### src/rtl/hand_cricket_pkg.sv
// Shared types and encodings for the two-innings hand-cricket match controller.
package hand_cricket_pkg;

    typedef enum logic [1:0] {
        INN1  = 2'd0,
        BREAK = 2'd1,
        INN2  = 2'd2,
        DONE  = 2'd3
    } state_t;

    localparam logic [1:0] WIN_NONE = 2'b00;
    localparam logic [1:0] WIN_P1   = 2'b01;
    localparam logic [1:0] WIN_P2   = 2'b10;
    localparam logic [1:0] WIN_TIE  = 2'b11;

endpackage

### src/rtl/hand_cricket_match_if.sv
// Board-side signal bundle: hand/button inputs and score/status display outputs.
interface hand_cricket_match_if #(
    parameter int RUN_W         = 3,
    parameter int SCORE_W       = 8,
    parameter int MAX_WICKETS   = 3,
    parameter int BALLS_PER_INN = 12
);
    localparam int WK_W = $clog2(MAX_WICKETS + 1);
    localparam int BL_W = $clog2(BALLS_PER_INN + 1);

    logic [RUN_W-1:0]   player1_run;
    logic [RUN_W-1:0]   player2_run;
    logic               input_gate;
    logic               btn_play;
    logic [SCORE_W-1:0] score;
    logic [SCORE_W:0]   target;
    logic [WK_W-1:0]    wickets;
    logic [BL_W-1:0]    balls;
    logic               innings;
    logic               out_flag;
    logic               match_over;
    logic [1:0]         winner;

    modport master (
        output player1_run, player2_run, input_gate, btn_play,
        input  score, target, wickets, balls, innings, out_flag, match_over, winner
    );

    modport slave (
        input  player1_run, player2_run, input_gate, btn_play,
        output score, target, wickets, balls, innings, out_flag, match_over, winner
    );

endinterface

### src/rtl/hc_edge_detect.sv
// Single rising-edge pulse generator; pulse is combinational from the level and its history.
module hc_edge_detect (
    input  logic clk,
    input  logic reset,
    input  logic level,
    output logic pulse
);
    logic prev;

    always_ff @(posedge clk or posedge reset) begin
        if (reset) prev <= 1'b0;
        else       prev <= level;
    end

    assign pulse = level & ~prev;

endmodule

### src/rtl/hand_cricket_match.sv
// Two-innings hand-cricket controller: ball scoring, wickets, ball limit, chase and result.
module hand_cricket_match
    import hand_cricket_pkg::*;
#(
    parameter int RUN_W         = 3,
    parameter int SCORE_W       = 8,
    parameter int MAX_WICKETS   = 3,
    parameter int BALLS_PER_INN = 12
) (
    input logic              clk,
    input logic              reset,
    hand_cricket_match_if.slave bus
);
    localparam int WK_W = $clog2(MAX_WICKETS + 1);
    localparam int BL_W = $clog2(BALLS_PER_INN + 1);

    state_t             state;
    logic [RUN_W-1:0]   p1_reg, p2_reg;
    logic               pending;
    logic               gate_pulse, play_pulse;

    logic               ball_taken, is_wicket, exhausted, chased, tied;
    logic [RUN_W-1:0]   batter_run;
    logic [SCORE_W:0]   sum;
    logic [SCORE_W-1:0] nxt_score;
    logic [WK_W-1:0]    nxt_wk;
    logic [BL_W-1:0]    nxt_balls;

    hc_edge_detect u_gate_edge (.clk(clk), .reset(reset), .level(bus.input_gate), .pulse(gate_pulse));
    hc_edge_detect u_play_edge (.clk(clk), .reset(reset), .level(bus.btn_play),   .pulse(play_pulse));

    // Post-ball values; end-of-innings decisions are taken on these, not on the registers.
    always_comb begin
        ball_taken = play_pulse & pending & ((state == INN1) || (state == INN2));
        batter_run = (state == INN2) ? p2_reg : p1_reg;
        is_wicket  = (p1_reg == p2_reg);
        sum        = {1'b0, bus.score} + (SCORE_W + 1)'(batter_run);
        nxt_score  = bus.score;
        if (!is_wicket) nxt_score = sum[SCORE_W] ? '1 : sum[SCORE_W-1:0];
        nxt_wk     = is_wicket ? bus.wickets + WK_W'(1) : bus.wickets;
        nxt_balls  = bus.balls + BL_W'(1);
        exhausted  = (nxt_wk == WK_W'(MAX_WICKETS)) || (nxt_balls == BL_W'(BALLS_PER_INN));
        chased     = ({1'b0, nxt_score} >= bus.target);
        tied       = ({1'b0, nxt_score} == bus.target - (SCORE_W + 1)'(1));
    end

    always_ff @(posedge clk or posedge reset) begin
        if (reset) begin
            state          <= INN1;
            p1_reg         <= '0;
            p2_reg         <= '0;
            pending        <= 1'b0;
            bus.score      <= '0;
            bus.target     <= '0;
            bus.wickets    <= '0;
            bus.balls      <= '0;
            bus.innings    <= 1'b0;
            bus.out_flag   <= 1'b0;
            bus.match_over <= 1'b0;
            bus.winner     <= WIN_NONE;
        end else begin
            if (gate_pulse && state != DONE) begin
                p1_reg <= bus.player1_run;
                p2_reg <= bus.player2_run;
            end
            case (state)
                INN1, INN2: begin
                    pending <= gate_pulse | (pending & ~ball_taken);
                    if (ball_taken) begin
                        bus.balls    <= nxt_balls;
                        bus.wickets  <= nxt_wk;
                        bus.score    <= nxt_score;
                        bus.out_flag <= is_wicket;
                        if (state == INN1) begin
                            if (exhausted) begin
                                state      <= BREAK;
                                bus.target <= {1'b0, nxt_score} + (SCORE_W + 1)'(1);
                            end
                        end else if (chased) begin
                            state          <= DONE;
                            bus.match_over <= 1'b1;
                            bus.winner     <= WIN_P2;
                        end else if (exhausted) begin
                            state          <= DONE;
                            bus.match_over <= 1'b1;
                            bus.winner     <= tied ? WIN_TIE : WIN_P1;
                        end
                    end
                end
                BREAK: begin
                    if (play_pulse) begin
                        state        <= INN2;
                        pending      <= 1'b0;
                        bus.innings  <= 1'b1;
                        bus.score    <= '0;
                        bus.wickets  <= '0;
                        bus.balls    <= '0;
                        bus.out_flag <= 1'b0;
                    end else begin
                        pending <= gate_pulse | pending;
                    end
                end
                default: ;
            endcase
        end
    end

endmodule

### src/flat_wrapper.sv
// flat-port wrapper written by rule: the top's interface ports become plain ports
module hand_cricket_match_flat import hand_cricket_pkg::*;
#(
    parameter int RUN_W         = 3,
    parameter int SCORE_W       = 8,
    parameter int MAX_WICKETS   = 3,
    parameter int BALLS_PER_INN = 12
)
  (clk, reset, bus_player1_run, bus_player2_run, bus_input_gate, bus_btn_play, bus_score, bus_target, bus_wickets, bus_balls, bus_innings, bus_out_flag, bus_match_over, bus_winner);
  hand_cricket_match_if #(.RUN_W(RUN_W), .SCORE_W(SCORE_W), .MAX_WICKETS(MAX_WICKETS), .BALLS_PER_INN(BALLS_PER_INN)) bus_i ();
  input logic clk;
  input logic reset;
  input wire logic [$bits(bus_i.player1_run)-1:0] bus_player1_run;
  input wire logic [$bits(bus_i.player2_run)-1:0] bus_player2_run;
  input wire logic [$bits(bus_i.input_gate)-1:0] bus_input_gate;
  input wire logic [$bits(bus_i.btn_play)-1:0] bus_btn_play;
  output wire logic [$bits(bus_i.score)-1:0] bus_score;
  output wire logic [$bits(bus_i.target)-1:0] bus_target;
  output wire logic [$bits(bus_i.wickets)-1:0] bus_wickets;
  output wire logic [$bits(bus_i.balls)-1:0] bus_balls;
  output wire logic [$bits(bus_i.innings)-1:0] bus_innings;
  output wire logic [$bits(bus_i.out_flag)-1:0] bus_out_flag;
  output wire logic [$bits(bus_i.match_over)-1:0] bus_match_over;
  output wire logic [$bits(bus_i.winner)-1:0] bus_winner;
  assign bus_i.player1_run = bus_player1_run;
  assign bus_i.player2_run = bus_player2_run;
  assign bus_i.input_gate = bus_input_gate;
  assign bus_i.btn_play = bus_btn_play;
  assign bus_score = bus_i.score;
  assign bus_target = bus_i.target;
  assign bus_wickets = bus_i.wickets;
  assign bus_balls = bus_i.balls;
  assign bus_innings = bus_i.innings;
  assign bus_out_flag = bus_i.out_flag;
  assign bus_match_over = bus_i.match_over;
  assign bus_winner = bus_i.winner;
  hand_cricket_match #(.RUN_W(RUN_W), .SCORE_W(SCORE_W), .MAX_WICKETS(MAX_WICKETS), .BALLS_PER_INN(BALLS_PER_INN)) u_core (.clk(clk), .reset(reset), .bus(bus_i));
endmodule
### config.mk
export PLATFORM = sky130hd
export DESIGN_NAME = hand_cricket_match_flat
export DESIGN_NICKNAME = d
export VERILOG_FILES = /design/src/rtl/hand_cricket_pkg.sv /design/src/rtl/hand_cricket_match_if.sv /design/src/rtl/hc_edge_detect.sv /design/src/rtl/hand_cricket_match.sv /design/src/flat_wrapper.sv
export SDC_FILE = /design/constraint.sdc
export NUM_CORES = 1
export LEC_CHECK = 0
export ABC_AREA = 1
export BUFFER_PORTS_ARGS = -buffer_cell sky130_fd_sc_hd__buf_2
export CORE_MARGIN = 2
export CORE_UTILIZATION = 60
export DETAILED_ROUTE_END_ITERATION = 10
export PLACE_DENSITY = 0.87
export SYNTH_ARGS = -nofsm -noshare
export SYNTH_HDL_FRONTEND = slang
export SYNTH_SLANG_ARGS = --single-unit
### constraint.sdc
create_clock -name clk -period 8.6 [get_ports clk]
set_clock_uncertainty 0.2 [all_clocks]
set_input_delay 2.58 -clock clk [delete_from_list [all_inputs] [get_ports clk]]
set_output_delay 2.58 -clock clk [all_outputs]
set_load 0.05 [all_outputs]
**After elaboration in Yosys (flattened, before gate mapping)**

Cells that the tools add are included.
W data, S select, Z words.

- $add $sub $neg: 5
- Order comparisons: 1
- Equality and inequality tests: 11
- Muxes and demuxes: 30
- Bitwise gates (word level): 11
- Reduce and logical (&&, ||, !) cells: 12

Operators by type and width:

| kind | count |
|---|---|
| $mux W8 | 4 |
| $mux W2 | 12 |
| $pmux W8 S2 | 1 |
| $add A8 B1 Y9 const B | 1 |
| $add A8 B3 Y9 | 1 |
| $eq A8 B9 Y1 | 1 |
| $ge A8 B9 Y1 | 1 |
| $sub A9 B1 Y9 const B | 1 |
| $mux W4 | 2 |
| $pmux W2 S2 | 2 |
| $pmux W4 S2 | 1 |
| $reduce_and A4 Y1 | 2 |
| $and A1 B1 Y1 | 5 |
| $mux W1 | 5 |
| $reduce_and A5 Y1 | 1 |
| $add A4 B1 Y4 const B | 1 |
| $eq A2 B2 Y1 const B | 2 |
| $eq A4 B4 Y1 const B | 1 |
| $ne A2 B1 Y1 const B | 2 |
| $not A1 Y1 | 4 |
| $pmux W1 S2 | 2 |
| $reduce_bool A2 Y1 | 2 |
| $eq A3 B3 Y1 | 1 |
| $mux W3 | 1 |
| 12 further kinds | 14 |

- Register bits: 39
- Bits of input ports: 10
- Output and inout port bits: 28
- Logic and storage cells: 84

**Depth between registers and ports, before layout**

Gate-level depths: netlist (run 1).

- Depth in word-level cells: 10
- Depth in mapped cells: 25
- Gate-level depth less buffers: 25

**Modules after synthesis**

From an unflattened synthesis (run 1), not the netlist that was laid out.

- Cells, all modules: 371
- Area, all modules: 2,727.6 µm²

By module, submodules not included:

| module | instances | cells each | area an instance (µm²) | seq. area each (µm²) |
|---|---|---|---|---|
| hand_cricket_match | 1 | 363 | 2,650.0 | 925.9 |
| hc_edge_detect | 2 | 4 | 38.8 | 25.0 |

**Worst setup path after synthesis (run 1)**

Ideal clock, no wire load.

- Path kind: input port to flip-flop
- Start: input port bus_btn_play
- End: register u_core.bus.target[5]
- Library setup time: 0.076 ns
- Data arrival time: 3.565 ns
- Data required time: 8.324 ns
- Path slack: 4.759 ns
- Stages on the path: 9
- Path buffers: 1
- Cell sequence: inv_1 nor2_1 nand3_1 inv_1 nand3_4 inv_2 buf_6 nand3_1 o21ai_1

- Cells in the longest elaborated chain, start to end: 4

RTL lines:

| what | line | text |
|---|---|---|
| from (decl) | flat_wrapper.sv:16 | `input wire logic [$bits(bus_i.btn_play)-1:0] bus_btn_play;` |
| $and A1 B1 Y1 | hc_edge_detect.sv:15 | `assign pulse = level & ~prev;` |
| $and A1 B1 Y1 (2 in a row) | hand_cricket_match.sv:34 | `ball_taken = play_pulse & pending & ((state == INN1) \|\| (state == INN2));` |
| $reduce_and A4 Y1 (no source line) | - |  |
| to (signal assigned) | hand_cricket_match.sv:77 | `bus.target <= {1'b0, nxt_score} + (SCORE_W + 1)'(1);` |
| to (decl) | hand_cricket_match_if.sv:31 | `output score, target, wickets, balls, innings, out_flag, match_over, winner` |

No other way between the ends.
A chain may end at the register's enable or synchronous reset.

**Worst setup path in the final report (run 1)**

- Start: input port bus_btn_play
- End: register u_core.bus.target[8]

Same word-level chain as after synthesis.

==> results of run 1 <==
-- final cells by class --
class | count | area (um2) | area share
inverters | 58 | 217.7 | 0.07131
flip-flops and latches | 39 | 975.9 | 0.3197
clock inverters | 2 | 12.51 | 0.004098
clock buffers | 6 | 72.57 | 0.02377
multi-input cells | 268 | 1509 | 0.4943
repair buffers | 39 | 200.2 | 0.06557
well taps | 52 | 65.06 | 0.02131
-- worst min path at each step --
stage	from	cells after the start	to
floorplan	u_core.p2_reg[0]	2	u_core.p2_reg[0]
global placement	u_core.bus.innings	2	u_core.bus.innings
detailed placement	u_core.bus.innings	2	u_core.bus.innings
CTS	u_core.bus.innings	2	u_core.bus.innings
global route	u_core.bus.innings	2	u_core.bus.innings
finish	u_core.bus.innings	2	u_core.bus.innings
-- cells by family after synthesis --
family / count (synthesis) / synth area share
simple gates: 192 / 0.3365
buf+inv: 63 / 0.09191
compound gates: 50 / 0.1061
flops: 39 / 0.3567
fa+ha+maj: 16 / 0.07590
xor+xnor: 9 / 0.02881
mux: 1 / 0.004115
-- cell usage in the layout (no fill, tap or decap), drive strengths merged, types with 2 or more instances in the layout --
cell type    n
a21oi       13
nand3b       2
a21boi       2
xor2         6
ha          15
o31ai        2
nand4        8
o211ai       3
nand3       38
o22ai       10
clkbuf       6
buf         39
o21ai       20
xnor2        3
nor2        36
inv         58
nand2      106
dfrtp       39
-- metrics by stage --
stage	worst slack (ns)	instances	power, mW
finish	4.294	464	0.3163
global route	3.999	464	0.3279
CTS	4.315	464	0.3196
detailed placement	4.037	456	0.1942
global placement	4.168	456	0.1940
floorplan	4.759	370	0.1906
-- power breakdown --
part / internal (mW) / total (mW) / switching, mW
registers: 0.184 / 0.184 / 0.000126
logic: 0.00196 / 0.00637 / 0.00441
clock network: 0.0567 / 0.126 / 0.0694
total: 0.242 / 0.316 / 0.0739
-- worst min-delay path, stage by stage, from the launching register on --
cell and delay [ns]:
dfrtp_1 0.35, inv_1 0.04, nand2_1 0.05
-- routing by layer --
| layer | wire length [um] | vias up | part of all wire | track usage |
|---|---|---|---|---|
| li1 | - | 1280 | - | - |
| met1 | 2884 | 1218 | 0.44 | 0.3788 |
| met2 | 3089 | 80 | 0.47 | 0.4599 |
| met3 | 387 | 14 | 0.059 | 0.05204 |
| met4 | 144 | 0 | 0.022 | 0.1279 |
| met5 | 0 | - | 0 | 0 |
==> run_results.csv, run 1 <==
group,metric,value,unit
cts,cts_setup_buffers,0,
synthesis,syn_avg_cell_area,7.396,um2
setup_path,path_depth,9,
power,power_density,103.6,nW/um2
detailed_routing,first_pass_iters,4,
sta,timing.fmax,232.2,MHz
die,core,4384,um2
setup_path,r2r-end,"u_core.state[0]",
synthesis,synthFlopType,"dfrtp_1",
detailed_routing,wl_per_cell,14.02,um
cts,cts_tree,"done",
cells_and_area,fin_area,3053,um2
setup_path,cpLargestDelayFamily,"simple AND/OR/NAND/NOR gates",
sta,worstMarginPinSlew,0.7226,ns
place,gp_congestion,0.9350,
cells_and_area,drive_gt1_frac,0.2015,
setup_path,path_cells,"buf_2, inv_1, nor2_1, nand3_1, inv_1, nand3_4, inv_2, nand2_1, o22ai_1",
die,die_x,71.53,um
sta,tns,0,ns
place,place.port_buffers,37,
detailed_routing,drt_iter0_drc,216,
synthesis,yosys_warnings,0,
place,dpl.hpwl,4.929,mm
detailed_routing,drcViolationCount,0,
setup_path,cp_common_cell,"inv_1",
die,initial_utilization,0.6241,
synthesis,synthCells,370,
global_routing,overflow,0,
power,leakage,1.706,nW
die,pin_count,38,
setup_path,path_buf_inv,4,
sta,rsz0062_at_grt,"no",
synthesis,synthTopCellsByArea,"dfrtp_1 (36%), nand2_1 (12%), inv_1 (7.3%)",
sta,finalSetupViolCount,0,
cts,cts-resized-gates,0,
cells_and_area,reg_top3,"u_core.bus.target (9), u_core.bus.score (8), u_core.bus.balls (4)",
setup_path,reg2reg_depth,22,
cts,cts-root-buf,"clkbuf_8",
min_path,hp-class,"reg2reg",
synthesis,ys_seq_area_frac,0.3567,
die,num_rows,24,
setup_path,cp_max_fo,19,
synthesis,synth_largest_area_cell,"dfrtp_1",
global_routing,antenna_found_initial,0,
global_routing,grt_pass1_vias,2535,
detailed_routing,wl,6.505,mm
synthesis,synthesis.nets,396,
cells_and_area,diodes,0,
sta,slew_violations,0,
outcome,status,"complete, no violations",
setup_path,crit_arrival,4.33,ns
setup_path,startpoint_type,"input port",
power,worst_ir_drop_vdd,0.1234,mV
setup_path,crit_slowest_cell,"nand3_1",
detailed_routing,ant_nets,0,
setup_path,slowest_delay,0.53,ns
sta,period_needed,4.306,ns
synthesis,netlist_top_cells_count,"nand2_1 (91), inv_1 (53), dfrtp_1 (39), nor2_1 (32), nand3_1 (29)",
flow_run,maxCapViolCount,0,
sta,hold_viol,0,
synthesis,ys_ff_latch,39,
cells_and_area,largest_reg_flops,9,
die,die_y,71.53,um
cells_and_area,fin_util,0.6963,
setup_path,crit_path_end_kind,"flip-flop",
cts,clk_pin_slew_worst_paths,0.08,ns
cts,numCtsBuffers,5,
die,dieArea,5117,um2
cells_and_area,regMostFlops,"u_core.bus.target",
synthesis,ys_async_sr_fraction,1.000,
cells_and_area,areaGrowthSynthToFinish,11.57,%
sta,slew_headroom,0.5169,
setup_path,setup.worst_path.end,"u_core.bus.target[8]",
setup_path,crit-reg2reg-launch,"u_core.state[0]",
detailed_routing,vias,2592,
place,place_area,2968,um2
synthesis,synth_edf_count,0,
cts,holdBufCountCts,0,
global_routing,grt_max_degree,40,
cts,cts_sinks,39,
synthesis,yosysMostFrequentCell,"nand2_1",
sta,post-route-period-util,0.5007,
cells_and_area,fillerInstances,383,
setup_path,crit_type,"in2reg",
cts,htree_levels,2,
cells_and_area,nNetsFinal,437,
cts,clk_path_buf_depth,2,
setup_path,critPathRequiredTime,8.63,ns
synthesis,yosysTopAreaCellShare,0.3567,
global_routing,grt_pass1_wl,11.48,mm
cts,clk_latency,0.30,ns
setup_path,r2r_slack,4.60,ns
detailed_routing,via_per_inst,5.586,
setup_path,crit_start,"bus_btn_play",
global_routing,grt_usage,0.2859,
synthesis,yosysUniqueCellTypes,33,
sta,whs,0.2730,ns
synthesis,syn_area,2736,um2
(Power assumes the default switching activity.)
==> run 2, diff against run 1 <==
CORE_UTILIZATION = 58   (was 60)
PLACE_DENSITY = 0.84   (was 0.87)
clock period = 4.4 ns   (was 8.6 ns; I/O delays follow)
==> run 2 against run 1 <==
  * Via count is 2.9% lower
  * Largest power group unchanged
  * Flip-flop and latch count stayed put
  * Final area is 0.29% higher
  * First-iteration DRC count is 32% higher
  * Wire length is 1.6% lower
==> run_results.csv, run 2 (synthesis results as in run 1) <==
group,metric,value,unit
global_routing,grt_usage,0.2684,
setup_path,crit_slowest_cell,"dfrtp_1",
sta,finalSetupViolCount,0,
setup_path,slowest_delay,0.39,ns
sta,tns,0,ns
cts,htree_levels,2,
power,netSwitchingFraction,0.2438,
power,worst_ir_drop_vdd,0.1548,mV
cts,clk_latency,0.30,ns
sta,timing.fmax,262.9,MHz
power,power_frac_comb,0.020,
cells_and_area,reg_top3,"u_core.bus.target (9), u_core.bus.score (8), u_core.bus.balls (4)",
flow_run,maxCapViolCount,0,
cells_and_area,final_common_cell,"nand2_1",
place,pre_cts_ws,0.6551,ns
cts,numCtsBuffers,5,
cells_and_area,fin_area,3062,um2
setup_path,crit_arrival,3.79,ns
setup_path,path_cells,"inv_1, nand2_1, o21ai_0, ha_1, inv_1, fa_1, inv_1, nand3_1, nand2_2, nand2_2, nand4_1, nand2_1, inv_1, ha_1, a21oi_1, nor2_1, a21oi_1, o211ai_1, nor2_1, nand2_1, o211ai_1, a21boi_0",
cts,cts-resized-gates,0,
sta,worstMarginPinSlew,1.216,ns
cells_and_area,final_cell_mix,"nand2_1 (91), inv_1 (53), dfrtp_1 (39)",
sta,slew_violations,0,
global_routing,grt_pass1_wl,11.05,mm
setup_path,startpoint_type,"flip-flop",
die,core,4444,um2
min_path,hold_depth,2,
sta,setup_ws,0.5966,ns
cells_and_area,drive_gt1_frac,0.2039,
cells_and_area,areaGrowthSynthToFinish,11.89,%
die,pin_count,38,
detailed_routing,first_pass_iters,4,
cts,cts_sinks,39,
sta,rsz0062_at_grt,"no",
die,die_y,72.69,um
power,leakage,1.710,nW
cts,cts-root-buf,"clkbuf_8",
place,gp_congestion,0.9021,
sta,post-route-period-util,0.8644,
setup_path,cp_common_cell,"inv_1",
detailed_routing,drt_iter0_drc,286,
die,num_rows,24,
setup_path,critPathRequiredTime,4.39,ns
sta,slew_headroom,0.1808,
global_routing,overflow,0,
cells_and_area,fillerInstances,376,
detailed_routing,wl_per_cell,13.80,um
power,p_switching,0.1535,mW
global_routing,grt_pass1_vias,2428,
detailed_routing,wl,6.403,mm
outcome,status,"complete, no violations",
setup_path,cp_max_fo,6,
setup_path,crit_path_end_kind,"flip-flop",
setup_path,crit_type,"reg2reg",
min_path,hp-class,"reg2reg",
die,dieArea,5283,um2
global_routing,antenna_found_initial,0,
power,sequentialPowerShare,0.570,
place,place_area,2968,um2
cells_and_area,fin_util,0.6889,
die,die_x,72.69,um
place,place.port_buffers,37,
power,intPower,0.4762,mW
detailed_routing,vias,2517,
cells_and_area,largest_reg_flops,9,
cts,cts_setup_buffers,0,
cells_and_area,regMostFlops,"u_core.bus.target",
cells_and_area,nNetsFinal,437,
global_routing,grt_max_degree,28,
die,initial_utilization,0.6157,
sta,hold_viol,0,
cells_and_area,diodes,0,
cts,clk_pin_slew_worst_paths,0.09,ns
cts,clk_path_buf_depth,2,
cts,cts_tree,"done",
detailed_routing,drcViolationCount,0,
power,clockPowerShare,0.410,
place,dpl.hpwl,4.970,mm
detailed_routing,via_per_inst,5.425,
cts,holdBufCountCts,0,
sta,period_needed,3.803,ns
power,power_density,205.7,nW/um2
sta,whs,0.2672,ns
setup_path,reg2reg_depth,22,
detailed_routing,ant_nets,0,
==> run 2: cell count changes in the layout (fill, tap and decap cells not counted), sizes merged <==
cell	change
clkbuf	-1
clkinv	+1
==> run 2: critical path, delay by kind of cell, from the launching register on <==
kind	cells	cell delay, ns
buffers and inverters	4	0.38
DFF	1	0.39
adders and majority gates	3	0.90
and+or+nand+nor	9	1.07
AOI/OAI and AO/OA	6	0.77
==> run 2: path summary, 6_finish.rpt <==
check	start	to	slack, ns
worst max-delay path	u_core.state[0]	u_core.state[0]	0.60
worst min-delay path	u_core.bus.innings	u_core.bus.innings	0.27
worst max register to register	u_core.state[0]	u_core.state[0]	0.60
worst min register to register	u_core.bus.innings	u_core.bus.innings	0.27
max in group asynchronous	reset	u_core.bus.target[7]	2.19
min in group asynchronous	reset	u_core.u_gate_edge.prev	1.05
==> run 2: per-stage QoR <==
stage | power (mW) | instances
after global routing | 0.6479 | 464
after floorplan | 0.3725 | 370
final | 0.6297 | 464
after global placement | 0.3795 | 456
after detailed placement | 0.3797 | 456
after CTS | 0.6309 | 464
==> run 2: metal layers <==
layer  routed length, um  GRT usage  vias up
met4                  59    0.07202        0
met1                2955     0.3782     1150
li1                    -          -     1282
met3                 441    0.04420        8
met2                2947     0.4303       77
met5                   0          0        -
==> run 2: area by class of cell <==
cell class	instances	area, um2	share of cell area
flip-flops and latches	39	975.9	0.3188
repair buffers	39	200.2	0.06539
inverters	58	217.7	0.07111
multi-input cells	268	1509	0.4928
well taps	52	65.06	0.02125
clock inverters	3	25.02	0.008173
clock buffers	5	68.82	0.02248
==> run 2: power by group through the flow <==
stage | combinational, mW | sequential, mW | clock, mW
finish | 0.0126 | 0.359 | 0.258
global route | 0.0153 | 0.359 | 0.273
CTS | 0.0133 | 0.359 | 0.258
detailed placement | 0.0134 | 0.366 | 0
global placement | 0.0132 | 0.366 | 0
floorplan | 0.00620 | 0.366 | 0
==> run 3, diff against run 2 <==
GPL_TIMING_DRIVEN = 0   (was unset)
==> run 3 against run 2 <==
  * Largest cell class unchanged
  * Register-to-register slack worse by 0.19 ns
  * Maximum frequency down 4.7%
  * Total power up 9.3%
  * Utilization up 0.93 points
  * Flip-flop and latch count unchanged
  * Final cell count up 0.65%
  * Via count up 2.9%
  * First-iteration DRC count down 34%
  * Critical endpoint unchanged
  * Die area unchanged
  * Wire length down 2.8%
==> run_results.csv, run 3 (synthesis results as in run 1) <==
group,metric,value,unit
outcome,status,"complete, no violations",
die,dieArea,5283,um2
die,die_x,72.69,um
cells_and_area,final_common_cell,"nand2_1",
setup_path,critPathRequiredTime,4.38,ns
die,core,4444,um2
power,power_density,221.7,nW/um2
sta,finalSetupViolCount,0,
cts,clk_pin_slew_worst_paths,0.09,ns
global_routing,overflow,0,
place,gp_congestion,0.9293,
sta,slew_headroom,0.4589,
global_routing,grt_max_degree,40,
global_routing,grt_pass1_vias,2528,
power,p_total,0.6880,mW
sta,period_needed,3.991,ns
power,worst_ir_drop_vdd,0.2624,mV
sta,post-route-period-util,0.9072,
detailed_routing,via_per_inst,5.546,
detailed_routing,ant_nets,0,
detailed_routing,drcViolationCount,0,
global_routing,grt_usage,0.2641,
sta,setup_ws,0.4085,ns
place,dpl.hpwl,4.741,mm
cells_and_area,diodes,0,
cts,numCtsBuffers,5,
detailed_routing,vias,2590,
setup_path,cp_max_fo,6,
flow_run,maxCapViolCount,0,
cells_and_area,areaGrowthSynthToFinish,13.40,%
cts,holdBufCountCts,0,
global_routing,grt_pass1_wl,10.94,mm
sta,whs,0.2695,ns
detailed_routing,wl_per_cell,13.33,um
global_routing,antenna_found_initial,0,
setup_path,crit_type,"reg2reg",
cts,clk_latency,0.30,ns
die,num_rows,24,
die,pin_count,38,
sta,tns,0,ns
cts,htree_levels,2,
die,initial_utilization,0.6157,
cts,clk_path_buf_depth,2,
setup_path,startpoint_type,"flip-flop",
die,die_y,72.69,um
cts,cts_setup_buffers,0,
place,place.port_buffers,37,
power,leakage,1.730,nW
cells_and_area,stdcell_count,467,
sta,worstMarginPinSlew,0.8104,ns
cells_and_area,largest_reg_flops,9,
place,pre_cts_ws,0.5507,ns
detailed_routing,drt_iter0_drc,189,
min_path,hp-class,"reg2reg",
setup_path,crit_arrival,3.97,ns
sta,timing.fmax,250.5,MHz
cells_and_area,drive_gt1_frac,0.2048,
cells_and_area,nNetsFinal,440,
cells_and_area,reg_top3,"u_core.bus.target (9), u_core.bus.score (8), u_core.bus.balls (4)",
cts,cts-resized-gates,0,
cells_and_area,final_cell_mix,"nand2_1 (91), inv_1 (52), dfrtp_1 (39)",
cells_and_area,regMostFlops,"u_core.bus.target",
detailed_routing,wl,6.224,mm
setup_path,crit_path_end_kind,"flip-flop",
cts,cts-root-buf,"clkbuf_8",
cts,cts_sinks,39,
sta,slew_violations,0,
cts,cts_tree,"done",
sta,rsz0062_at_grt,"no",
detailed_routing,first_pass_iters,5,
place,dp.cells,459,
sta,hold_viol,0,
==> run 3: final timing paths <==
| path | to | depth (start not counted) | from | slack, ns |
|---|---|---|---|---|
| max | u_core.state[0] | 22 | u_core.state[0] | 0.41 |
| min | u_core.bus.innings | 2 | u_core.bus.innings | 0.27 |
| max reg2reg | u_core.state[0] | 22 | u_core.state[0] | 0.41 |
| min reg2reg | u_core.bus.innings | 2 | u_core.bus.innings | 0.27 |
| max in group asynchronous | u_core.bus.target[8] | 2 | reset | 2.52 |
| min in group asynchronous | u_core.u_gate_edge.prev | 2 | reset | 0.97 |
==> run 3: metal layers <==
layer / up-vias / global-route usage / share of wire
met3: 10 / 0.04696 / 0.053
met1: 1218 / 0.3436 / 0.46
met2: 72 / 0.4424 / 0.47
li1: 1290 / - / -
met4: 0 / 0.09259 / 0.015
met5: - / 0 / 0
==> run 3: layout make-up <==
cell class | count | area [um2]
plain buffers | 5 | 33.78
clock inverters | 3 | 47.55
multi-input cells | 268 | 1509
flip-flops and latches | 39 | 975.9
fillers | 370 | 1341
inverters | 58 | 217.7
clock buffers | 5 | 68.82
well taps | 52 | 65.06
repair buffers | 37 | 185.2
==> run 3: worst max-delay path, stage by stage, from the launching register on <==
cell,delay (ns)
dfrtp_1,0.39
inv_1,0.12
nand2_1,0.18
o21ai_0,0.28
ha_1,0.25
inv_1,0.07
fa_1,0.41
inv_1,0.10
nand3_1,0.08
nand2_2,0.12
nand2_2,0.11
nand4_1,0.14
nand2_1,0.17
inv_1,0.12
ha_1,0.26
a21oi_1,0.14
nor2_1,0.05
a21oi_1,0.11
o211ai_1,0.10
nor2_1,0.14
nand2_1,0.12
o211ai_1,0.11
a21boi_0,0.11
==> run 3: where the power goes <==
group | leakage [nW] | switching, mW | internal, mW
Sequential | 0.415 | 0.000241 | 0.359
Clock | 0.0587 | 0.145 | 0.172
Combinational | 1.26 | 0.00848 | 0.00324
==> run 3: per-stage QoR <==
stage                     utilization  instance area, um2
after floorplan                     -                2736
after global placement         0.6720                2987
after detailed placement       0.6720                2987
after CTS                      0.6982                3103
after global routing           0.6982                3103
final                          0.6982                3103
